**src/rtl/cpu_pkg.sv**
```systemverilog
// Shared definitions for the control unit: opcodes, ALU codes, FSM states and
// instruction classes. The optional mul/div/mfhi/mflo group is gated by CU_MULDIV_EN.
package cpu_pkg;

  localparam int OPC_W = 5;

  localparam logic [OPC_W-1:0] OP_LD   = 5'd0;
  localparam logic [OPC_W-1:0] OP_LDI  = 5'd1;
  localparam logic [OPC_W-1:0] OP_ST   = 5'd2;
  localparam logic [OPC_W-1:0] OP_ADD  = 5'd3;
  localparam logic [OPC_W-1:0] OP_SUB  = 5'd4;
  localparam logic [OPC_W-1:0] OP_AND  = 5'd5;
  localparam logic [OPC_W-1:0] OP_OR   = 5'd6;
  localparam logic [OPC_W-1:0] OP_SHR  = 5'd7;
  localparam logic [OPC_W-1:0] OP_SHL  = 5'd8;
  localparam logic [OPC_W-1:0] OP_ROR  = 5'd9;
  localparam logic [OPC_W-1:0] OP_ROL  = 5'd10;
  localparam logic [OPC_W-1:0] OP_ADDI = 5'd11;
  localparam logic [OPC_W-1:0] OP_ANDI = 5'd12;
  localparam logic [OPC_W-1:0] OP_ORI  = 5'd13;
  localparam logic [OPC_W-1:0] OP_MUL  = 5'd14;
  localparam logic [OPC_W-1:0] OP_DIV  = 5'd15;
  localparam logic [OPC_W-1:0] OP_NEG  = 5'd16;
  localparam logic [OPC_W-1:0] OP_NOT  = 5'd17;
  localparam logic [OPC_W-1:0] OP_BR   = 5'd18;
  localparam logic [OPC_W-1:0] OP_MFHI = 5'd23;
  localparam logic [OPC_W-1:0] OP_MFLO = 5'd24;
  localparam logic [OPC_W-1:0] OP_NOP  = 5'd25;
  localparam logic [OPC_W-1:0] OP_HALT = 5'd26;

  typedef enum logic [3:0] {
    ALU_ADD = 4'd0,
    ALU_SUB = 4'd1,
    ALU_AND = 4'd2,
    ALU_OR  = 4'd3,
    ALU_SHR = 4'd4,
    ALU_SHL = 4'd5,
    ALU_ROR = 4'd6,
    ALU_ROL = 4'd7,
    ALU_NEG = 4'd8,
    ALU_NOT = 4'd9,
    ALU_MUL = 4'd10,
    ALU_DIV = 4'd11
  } alu_op_e;

  typedef enum logic [3:0] {
    S_RST  = 4'd0,
    S_F0   = 4'd1,
    S_F1   = 4'd2,
    S_F2   = 4'd3,
    S_T3   = 4'd4,
    S_T4   = 4'd5,
    S_T5   = 4'd6,
    S_T6   = 4'd7,
    S_T7   = 4'd8,
    S_HALT = 4'd9
  } state_e;

  typedef enum logic [3:0] {
    CLS_NOP    = 4'd0,
    CLS_ALU    = 4'd1,
    CLS_IMM    = 4'd2,
    CLS_LD     = 4'd3,
    CLS_LDI    = 4'd4,
    CLS_ST     = 4'd5,
    CLS_BR     = 4'd6,
    CLS_MULDIV = 4'd7,
    CLS_MFHI   = 4'd8,
    CLS_MFLO   = 4'd9,
    CLS_HALT   = 4'd10
  } cls_e;

endpackage

```
**src/rtl/cu_opcode_decode.sv**
```systemverilog
// Combinational opcode decoder: IR opcode field -> {instruction class, ALU op}.
// mul/div/mfhi/mflo decode only when CU_MULDIV_EN is defined; otherwise they fall to nop.
module cu_opcode_decode #(
  parameter int OPW = 5
) (
  input  logic [OPW-1:0] opcode,
  output logic [3:0]     cls,
  output logic [3:0]     alu_op
);
  import cpu_pkg::*;

  // NOTE: every output gets a default before the case so no path can infer a latch.
  always_comb begin
    cls    = CLS_NOP;
    alu_op = ALU_ADD;
    case (opcode)
      OP_LD:   cls = CLS_LD;
      OP_LDI:  cls = CLS_LDI;
      OP_ST:   cls = CLS_ST;
      OP_BR:   cls = CLS_BR;
      OP_HALT: cls = CLS_HALT;
      OP_ADD:  begin cls = CLS_ALU; alu_op = ALU_ADD; end
      OP_SUB:  begin cls = CLS_ALU; alu_op = ALU_SUB; end
      OP_AND:  begin cls = CLS_ALU; alu_op = ALU_AND; end
      OP_OR:   begin cls = CLS_ALU; alu_op = ALU_OR;  end
      OP_SHR:  begin cls = CLS_ALU; alu_op = ALU_SHR; end
      OP_SHL:  begin cls = CLS_ALU; alu_op = ALU_SHL; end
      OP_ROR:  begin cls = CLS_ALU; alu_op = ALU_ROR; end
      OP_ROL:  begin cls = CLS_ALU; alu_op = ALU_ROL; end
      OP_NEG:  begin cls = CLS_ALU; alu_op = ALU_NEG; end
      OP_NOT:  begin cls = CLS_ALU; alu_op = ALU_NOT; end
      OP_ADDI: begin cls = CLS_IMM; alu_op = ALU_ADD; end
      OP_ANDI: begin cls = CLS_IMM; alu_op = ALU_AND; end
      OP_ORI:  begin cls = CLS_IMM; alu_op = ALU_OR;  end
`ifdef CU_MULDIV_EN
      OP_MUL:  begin cls = CLS_MULDIV; alu_op = ALU_MUL; end
      OP_DIV:  begin cls = CLS_MULDIV; alu_op = ALU_DIV; end
      OP_MFHI: cls = CLS_MFHI;
      OP_MFLO: cls = CLS_MFLO;
`endif
      default: cls = CLS_NOP;
    endcase
  end

endmodule

```
**src/rtl/control_unit.sv**
```systemverilog
// Hard-wired Moore control unit sequencing fetch/decode/execute for the bus datapath.
// Optional mul/div/mfhi/mflo support is enabled by defining CU_MULDIV_EN.
module control_unit #(
  parameter int OPW      = 5,
  parameter int MAX_WAIT = 15
) (
  input  logic        clock,
  input  logic        clear,
  input  logic [31:0] IR,
  input  logic        CON_FF,
  input  logic        mem_ready,
  input  logic        stop,
  output logic        Gra,
  output logic        Grb,
  output logic        Grc,
  output logic        Rin,
  output logic        Rout,
  output logic        BAout,
  output logic        PCin,
  output logic        PCout,
  output logic        IncPC,
  output logic        IRin,
  output logic        MARin,
  output logic        MDRin,
  output logic        MDRout,
  output logic        Yin,
  output logic        Zin,
  output logic        HIin,
  output logic        LOin,
  output logic        HIout,
  output logic        LOout,
  output logic        Zhighout,
  output logic        Zlowout,
  output logic        Cout,
  output logic        CONin,
  output logic        Read,
  output logic        Write,
  output logic [3:0]  ALUselect,
  output logic        run,
  output logic        mem_err
);
  import cpu_pkg::*;

  localparam int WCW = (MAX_WAIT < 2) ? 1 : $clog2(MAX_WAIT + 1);

  state_e         state_q, state_d;
  logic [WCW-1:0] wait_cnt_q, wait_cnt_d;
  logic           stop_pend_q, stop_pend_d;
  logic           mem_err_q, mem_err_d;

  logic [3:0] cls_raw, alu_raw;
  cls_e       cls;
  logic       running;
  logic       mem_wait;
  logic       instr_end;
  logic       unused_ir_bits;

  cu_opcode_decode #(.OPW(OPW)) u_dec (
    .opcode (IR[31:32-OPW]),
    .cls    (cls_raw),
    .alu_op (alu_raw)
  );

  assign cls            = cls_e'(cls_raw);
  assign unused_ir_bits = ^IR[31-OPW:0];
  assign running        = (state_q != S_RST) && (state_q != S_HALT);

  // NOTE: state registers use non-blocking assignments so every flop samples pre-edge values.
  always_ff @(posedge clock or negedge clear) begin
    if (!clear) begin
      state_q     <= S_RST;
      wait_cnt_q  <= '0;
      stop_pend_q <= 1'b0;
      mem_err_q   <= 1'b0;
    end else begin
      state_q     <= state_d;
      wait_cnt_q  <= wait_cnt_d;
      stop_pend_q <= stop_pend_d;
      mem_err_q   <= mem_err_d;
    end
  end

  always_comb begin
    state_d     = state_q;
    wait_cnt_d  = wait_cnt_q;
    stop_pend_d = stop_pend_q | (stop & running);
    mem_err_d   = 1'b0;
    mem_wait    = 1'b0;
    instr_end   = 1'b0;

    case (state_q)
      S_RST: state_d = S_F0;
      S_F0:  state_d = S_F1;
      S_F1:  if (mem_ready) state_d = S_F2; else mem_wait = 1'b1;
      S_F2:  state_d = S_T3;
      S_T3: begin
        case (cls)
          CLS_HALT:                     state_d = S_HALT;
          CLS_NOP, CLS_MFHI, CLS_MFLO:  instr_end = 1'b1;
          default:                      state_d = S_T4;
        endcase
      end
      S_T4: state_d = S_T5;
      S_T5: begin
        case (cls)
          CLS_LD, CLS_ST, CLS_BR, CLS_MULDIV: state_d = S_T6;
          default:                            instr_end = 1'b1;
        endcase
      end
      S_T6: begin
        case (cls)
          CLS_LD:  if (mem_ready) state_d = S_T7; else mem_wait = 1'b1;
          CLS_ST:  state_d = S_T7;
          default: instr_end = 1'b1;
        endcase
      end
      S_T7: begin
        if (cls == CLS_ST && !mem_ready) mem_wait  = 1'b1;
        else                             instr_end = 1'b1;
      end
      S_HALT:  state_d = S_HALT;
      default: state_d = S_RST;
    endcase

    // A stalled memory access gives up after MAX_WAIT wait cycles and refetches.
    if (mem_wait) begin
      if (wait_cnt_q == WCW'(MAX_WAIT)) begin
        state_d   = S_F0;
        mem_err_d = 1'b1;
      end else begin
        wait_cnt_d = wait_cnt_q + 1'b1;
      end
    end

    if (instr_end) begin
      state_d     = (stop_pend_q || stop) ? S_HALT : S_F0;
      stop_pend_d = 1'b0;
    end

    if (state_d != state_q) wait_cnt_d = '0;
  end

  always_comb begin
    Gra = 1'b0; Grb = 1'b0; Grc = 1'b0; Rin = 1'b0; Rout = 1'b0; BAout = 1'b0;
    PCin = 1'b0; PCout = 1'b0; IncPC = 1'b0; IRin = 1'b0; MARin = 1'b0;
    MDRin = 1'b0; MDRout = 1'b0; Yin = 1'b0; Zin = 1'b0;
    HIin = 1'b0; LOin = 1'b0; HIout = 1'b0; LOout = 1'b0; Zhighout = 1'b0;
    Zlowout = 1'b0; Cout = 1'b0; CONin = 1'b0; Read = 1'b0; Write = 1'b0;
    ALUselect = ALU_ADD;
    run = running;

    case (state_q)
      S_F0: begin PCout = 1'b1; MARin = 1'b1; IncPC = 1'b1; Zin = 1'b1; end
      S_F1: begin Zlowout = 1'b1; PCin = 1'b1; Read = 1'b1; MDRin = 1'b1; end
      S_F2: begin MDRout = 1'b1; IRin = 1'b1; end
      S_T3: begin
        case (cls)
          CLS_ALU, CLS_IMM:        begin Grb = 1'b1; Rout = 1'b1; Yin = 1'b1; end
          CLS_LD, CLS_LDI, CLS_ST: begin Grb = 1'b1; BAout = 1'b1; Yin = 1'b1; end
          CLS_BR:                  begin Gra = 1'b1; Rout = 1'b1; CONin = 1'b1; end
`ifdef CU_MULDIV_EN
          CLS_MULDIV:              begin Gra = 1'b1; Rout = 1'b1; Yin = 1'b1; end
          CLS_MFHI:                begin HIout = 1'b1; Gra = 1'b1; Rin = 1'b1; end
          CLS_MFLO:                begin LOout = 1'b1; Gra = 1'b1; Rin = 1'b1; end
`endif
          default: ;
        endcase
      end
      S_T4: begin
        case (cls)
          CLS_ALU:                 begin Grc = 1'b1; Rout = 1'b1; ALUselect = alu_raw; Zin = 1'b1; end
          CLS_IMM:                 begin Cout = 1'b1; ALUselect = alu_raw; Zin = 1'b1; end
          CLS_LD, CLS_LDI, CLS_ST: begin Cout = 1'b1; Zin = 1'b1; end
          CLS_BR:                  begin PCout = 1'b1; Yin = 1'b1; end
`ifdef CU_MULDIV_EN
          CLS_MULDIV:              begin Grb = 1'b1; Rout = 1'b1; ALUselect = alu_raw; Zin = 1'b1; end
`endif
          default: ;
        endcase
      end
      S_T5: begin
        case (cls)
          CLS_ALU, CLS_IMM, CLS_LDI: begin Zlowout = 1'b1; Gra = 1'b1; Rin = 1'b1; end
          CLS_LD, CLS_ST:            begin Zlowout = 1'b1; MARin = 1'b1; end
          CLS_BR:                    begin Cout = 1'b1; Zin = 1'b1; end
`ifdef CU_MULDIV_EN
          CLS_MULDIV:                begin Zlowout = 1'b1; LOin = 1'b1; end
`endif
          default: ;
        endcase
      end
      S_T6: begin
        case (cls)
          CLS_LD:     begin Read = 1'b1; MDRin = 1'b1; end
          CLS_ST:     begin Gra = 1'b1; Rout = 1'b1; MDRin = 1'b1; end
          CLS_BR:     begin Zlowout = CON_FF; PCin = CON_FF; end
`ifdef CU_MULDIV_EN
          CLS_MULDIV: begin Zhighout = 1'b1; HIin = 1'b1; end
`endif
          default: ;
        endcase
      end
      S_T7: begin
        case (cls)
          CLS_LD:  begin MDRout = 1'b1; Gra = 1'b1; Rin = 1'b1; end
          CLS_ST:  begin MDRout = 1'b1; Write = 1'b1; end
          default: ;
        endcase
      end
      default: ;
    endcase
  end

  assign mem_err = mem_err_q;

endmodule
```
**config.mk**
```make
export PLATFORM = sky130hd
export DESIGN_NAME = control_unit
export DESIGN_NICKNAME = d
export VERILOG_FILES = /design/src/rtl/cpu_pkg.sv /design/src/rtl/cu_opcode_decode.sv /design/src/rtl/control_unit.sv
export SDC_FILE = /design/constraint.sdc
export NUM_CORES = 1
export LEC_CHECK = 0
export BUFFER_PORTS_ARGS = -buffer_cell sky130_fd_sc_hd__buf_2
export CAP_MARGIN = 20
export CELL_PAD_IN_SITES_DETAIL_PLACEMENT = 1
export CELL_PAD_IN_SITES_GLOBAL_PLACEMENT = 1
export CORE_ASPECT_RATIO = 0.5
export CORE_MARGIN = 8
export CORE_UTILIZATION = 31
export DETAILED_ROUTE_END_ITERATION = 16
export PLACE_DENSITY_LB_ADDON = 0.15
export SLEW_MARGIN = 10
export SYNTH_ARGS = -nofsm -noshare
export SYNTH_HDL_FRONTEND = slang
export SYNTH_SLANG_ARGS = --single-unit
export TNS_END_PERCENT = 10
```
**constraint.sdc**
```tcl
create_clock -name clock -period 2.5 [get_ports clock]
set_clock_uncertainty 0.1 [all_clocks]
set_input_delay 0.375 -clock clock [delete_from_list [all_inputs] [get_ports clock]]
set_output_delay 0.375 -clock clock [all_outputs]
set_load 0.01 [all_outputs]
```
==> impl_metrics.ini, run 1 <==
[status]
status = completed

[route]
vias_per_cell = 5.454
wl_met3_um = 193
postRouteAntennaNets = 0
drc = 0
drtPass1Iterations = 4
num_vias = 1429
post_drt_wl_per_cell_um = 16.00
met2_length_mm = 1.922
dr.first_iter.drc_count = 51
top_layer_used = met4
wl_met1_mm = 2.034
wirelength_mm = 4.192

[grt]
grt_overflow = 0
grt_use_total_pct = 12.95
grt_pass1_vias = 1369
grt_pass1_wl_mm = 6.948
grt_max_degree = 22
antenna_found_initial = 0

[power_and_ir_drop]
power_density_nw_per_um2 = 777.0
power_frac_comb_pct = 62.3
power_leakage_uw = 0.0007074
internal_power_uw = 657.6
switching_share_pct = 46.06
p_seq_share_pct = 21.2
ir_drop_v = 0.0002549
finalPower_uw = 1219
pwr-share-clk_pct = 16.5
p_switching_uw = 561.5

[floorplan]
start_util_pct = 32.65
die-area_um2 = 6597
num_rows = 16
die_x_um = 107.1
core_area_um2 = 3944
die_h_um = 61.57
ioPinCount = 68

[placement]
port-buffer-count = 35
dpl.hpwl_mm = 3.261
gp_congestion = 0.8006
dpl.cell_count = 257

[synth]
yosysSeqAreaShare_pct = 19.44
yosysTopAreaCellShare_pct = 19.44
avgSynthCellArea_um2 = 7.442
synth.most_common_cell = nor2_1
synth_area_leader_cell = dfrtp_1
ys_warn_count = 0
synthTopCellsByArea = dfrtp_1, nor2_1, nand2_1
netlist_area_um2 = 1287
ys_ff_latch = 10
synthDistinctLibCells = 63
ys.flop_type = dfrtp_1
synthArstFlopShare_pct = 100.0
synth_edf_count = 0
syn_inst = 173
synth_commonest_cells = nor2_1, nand2_1, a21oi_1

[finish]
fin_util_pct = 39.78
area_growth_pct = 21.87
nFillCells = 514
drive_gt1_share_pct = 30.29
fin_cells = 262
nNetsFinal = 247
antenna_cells = 0

[clock_network]
clockBufferDepth = 2
clock_latency_ns = 0.23
clkTransAtPathRegs_ns = 0.05
cts_buffers = 3
htree_levels = 1
clock-sinks = 10
cts_tree = done
root_buffer = clkbuf_8

[worst_setup_path]
worst-path-stages = 5
cpLargestDelayFamily = simple AND/OR/NAND/NOR gates
cp_max_fo = 10
crit_slowest_cell = dfrtp_1
worst_setup_path_start_kind = flip-flop
criticalPathCategory = reg2out
max_stage_delay_ns = 0.47
reg2reg_depth = 7
cp-endpoint = Gra
r2r_slack_ns = 0.32
crit_chain = and2b_1 > nand2_1 > o32ai_1 > or3b_1 > buf_2
crit_path_start = state_q[3]
regToRegStartpoint = state_q[3]
cp-end-kind = primary output
crit_buf_inv = 1
cp.arrival_ns = 1.90
worstReg2RegEnd = wait_cnt_q[3]
required_ns = 2.03

[sta]
slew_viol_final = 0
finalSetupViolCount = 0
fmax_mhz = 421.8
fin_crit_sh_pct = 94.83
fin_crit_ns = 2.371
tns_ns = 0
hold_viol = 0
rsz0062_at_grt = false

[worst_hold_path]
hp-class = in2reg
worstHoldStart = stop

[flow_run]
maxCapViolations = 0
-- metrics by stage --
step                worst slack [ns]  hold slack [ns]  cell area (µm²)
floorplan                     0.3516         -0.02059             1303
global placement              0.2707           0.1498             1501
detailed placement            0.2720           0.1484             1501
CTS                           0.1086           0.3212             1567
global route                0.002035           0.3582             1569
finish                        0.1292           0.3257             1569
-- how the worst min path moves through the flow --
stage | slack (ns) | to | cells after the start
final | 0.33 | state_q[3] | 3
after detailed placement | 0.15 | mem_err | 1
after global routing | 0.36 | state_q[3] | 3
after CTS | 0.32 | state_q[3] | 3
after floorplan | -0.02 | mem_err | 0
after global placement | 0.15 | mem_err | 1
-- worst min-delay path: stages --
cell and delay (ns):
buf_2 0.09, nor2_1 0.04, o22ai_1 0.11
-- layout make-up --
| class | count | area (µm²) | share of cell area [%] |
|---|---|---|---|
| multi-input cells | 146 | 935.9 | 59.65 |
| inverters | 4 | 15.01 | 0.9569 |
| well taps | 54 | 67.56 | 4.306 |
| clock buffers | 4 | 55.05 | 3.509 |
| flip-flops and latches | 10 | 250.2 | 15.95 |
| repair buffers | 44 | 245.2 | 15.63 |
-- layout by cell type, fill, tap and decap left out, drive strengths merged, types with 2 or more instances in the layout --
master | synthesis | final
buf | 13 | 43
nor2 | 21 | 21
nand2 | 18 | 18
o21ai | 15 | 15
a21oi | 12 | 12
dfrtp | 10 | 10
nor3 | 7 | 7
nand3 | 6 | 6
conb | 1 | 5
nor2b | 4 | 4
nand2b | 4 | 4
and3 | 4 | 4
clkbuf | 4 | 4
inv | 4 | 4
xor2 | 3 | 3
nor3b | 3 | 3
o32ai | 2 | 2
o22ai | 2 | 2
o21bai | 2 | 2
mux2 | 2 | 2
nand3b | 2 | 2
and2 | 2 | 2
nor4 | 2 | 2
o41ai | 2 | 2
o221ai | 2 | 2
-- per-layer routing --
metal | vias to the layer above | GRT usage [%]
met3 | 6 | 2.192
li1 | 703 | -
met4 | 0 | 4.158
met2 | 30 | 22.25
met5 | - | 0
met1 | 690 | 16.38
-- cells by family (layout without fill, tap and decap cells) --
| group | after synthesis | in the layout | synth area share [%] |
|---|---|---|---|
| buffers and inverters | 21 | 52 | 9.231 |
| XOR/XNOR | 4 | 4 | 2.722 |
| multiplexers | 3 | 3 | 2.527 |
| flip-flops | 10 | 10 | 19.44 |
| adder cells (fa/ha/maj) | 1 | 1 | 0.9717 |
| AND/OR/NAND/NOR | 80 | 80 | 34.89 |
| other | 1 | 5 | 0.2913 |
| AO/OA/AOI/OAI | 53 | 53 | 29.93 |
-- state kept, by name, summed over array words and instances, names as in the netlist --
| register | cells |
|---|---|
| state_q | 4 |
| stop_pend_q | 1 |
| wait_cnt_q | 4 |
| mem_err | 1 |
-- power by group through the flow --
stage,clock [µW],sequential (µW),combinational (µW)
after global routing,218,264,867
final,201,259,759
after floorplan,0,239,526
after detailed placement,0,260,762
after global placement,0,256,755
after CTS,210,257,766
-- repair_timing --
action,in CTS,in global routing
resized for setup,0,1
hold buffers,1,0
setup buffers,0,0
hold endpoints to repair,10,0
setup endpoints to repair,0,1
(Power assumes the default switching activity.)
==> run 2, diff against run 1 <==
--- a/config.mk
+++ b/config.mk
@@ -14,6 +14,7 @@
 export CORE_UTILIZATION = 31
 export DETAILED_ROUTE_END_ITERATION = 16
 export PLACE_DENSITY_LB_ADDON = 0.15
+export SETUP_SLACK_MARGIN = 0.2
 export SLEW_MARGIN = 10
 export SYNTH_ARGS = -nofsm -noshare
 export SYNTH_HDL_FRONTEND = slang
==> impl_metrics.ini, run 2 (synthesized netlist as in run 1, its figures left out) <==
[worst_setup_path]
reg2reg_depth = 7
worst_setup_path_start_kind = flip-flop
cp_max_fo = 10
cp.arrival_ns = 1.79
required_ns = 2.03
cp-end-kind = primary output
criticalPathCategory = reg2out

[sta]
rsz0062_at_grt = true
finalSetupViolCount = 0
tns_ns = 0
slew_viol_final = 0
hold_viol = 0
fin_crit_ns = 2.268
fin_crit_sh_pct = 90.71
fmax_mhz = 441.0

[grt]
grt_use_met3_pct = 2.192
grt_pass1_wl_mm = 7.010
antenna_found_initial = 0
grt_max_degree = 22
grt_use_total_pct = 13.04
busiest_layer = met2
met2_usage_pct = 22.34
use_met1_pct = 16.56
grt_pass1_vias = 1379
grt_overflow = 0

[power_and_ir_drop]
ir_drop_v = 0.0002544
finalPower_uw = 1237
power_density_nw_per_um2 = 780.0
power_leakage_uw = 0.0007135

[route]
drc = 0
postRouteAntennaNets = 0
dr.first_iter.drc_count = 53
post_drt_wl_per_cell_um = 16.09
num_vias = 1414
drtPass1Iterations = 4
wirelength_mm = 4.216
vias_per_cell = 5.397

[placement]
port-buffer-count = 35
gp_congestion = 0.8006
dpl.hpwl_mm = 3.261
dpl.cell_count = 257
dpl_cell_area_um2 = 1501

[worst_hold_path]
whs_path_depth = 3
hp-class = in2reg

[finish]
fin_util_pct = 40.20
final_common_cell = buf_2
area_growth_pct = 23.13
fin_area_um2 = 1585
largestRegisters = state_q (4), wait_cnt_q (4)
nFillCells = 514
fin_cells = 262
final_cell_mix = buf_2, nor2_1, nand2_1
antenna_cells = 0
drive_gt1_share_pct = 32.69
nNetsFinal = 247

[clock_network]
clock-sinks = 10
clkTransAtPathRegs_ns = 0.05
htree_levels = 1
clock_latency_ns = 0.24
clockBufferDepth = 2
cts_tree = done
root_buffer = clkbuf_8
postCtsSetupRepairBufs = 0
cts_buffers = 3

[floorplan]
core_area_um2 = 3944
die_x_um = 107.1
die_h_um = 61.57
die-area_um2 = 6597
start_util_pct = 32.65
num_rows = 16
ioPinCount = 68

[flow_run]
maxCapViolations = 0

[status]
status = completed
==> run 2: layout make-up <==
type	count	area [µm²]	share of cell area, %
flip-flops and latches	10	251.5	15.86
well taps	54	67.56	4.262
repair buffers	44	245.2	15.47
clock buffers	4	55.05	3.473
multi-input cells	146	950.9	59.98
inverters	4	15.01	0.9471
==> run 2: report_power, final <==
part	total, µW	switching (µW)	internal (µW)
Combinational	773	443	330
Sequential	261	59.4	202
Clock	202	63.7	138
Total	1240	566	670
==> run 2: repair_timing <==
item	4_1_cts	5_1_grt
endpoints found under the hold margin	10	0
resized for setup	3	3
endpoints found under the setup margin	5	5
pin swaps	0	0
hold buffers	1	0
==> run 2: path summary, 6_finish.rpt <==
kind | end | slack [ns] | from
worst max-delay path | Gra | 0.23 | state_q[3]
worst min-delay path | state_q[3] | 0.32 | stop
worst max register to register | wait_cnt_q[3] | 0.40 | state_q[3]
worst min register to register | state_q[3] | 0.45 | stop_pend_q
max in group asynchronous | state_q[3] | 1.67 | clear
min in group asynchronous | wait_cnt_q[1] | 0.42 | clear
==> run 2: worst max-delay path, stage by stage (launching register included) <==
cell and delay (ns):
dfrtp_2 0.46, and2b_2 0.31, nand2_1 0.11, o32ai_1 0.38, or3b_1 0.16, buf_2 0.12
==> run 2: per-layer routing <==
metal / wire [µm] / vias up
li1: - / 700
met1: 2076 / 682
met2: 1929 / 26
met3: 165 / 6
met4: 44 / 0
met5: 0 / -
==> run 2: stage by stage <==
step	setup slack (ns)	hold WS, ns
2_1_floorplan	0.3516	-0.02059
3_3_place_gp	0.2707	0.1498
3_5_place_dp	0.2720	0.1484
4_1_cts	0.1952	0.3209
5_1_grt	0.1371	0.3578
6_report	0.2324	0.3247
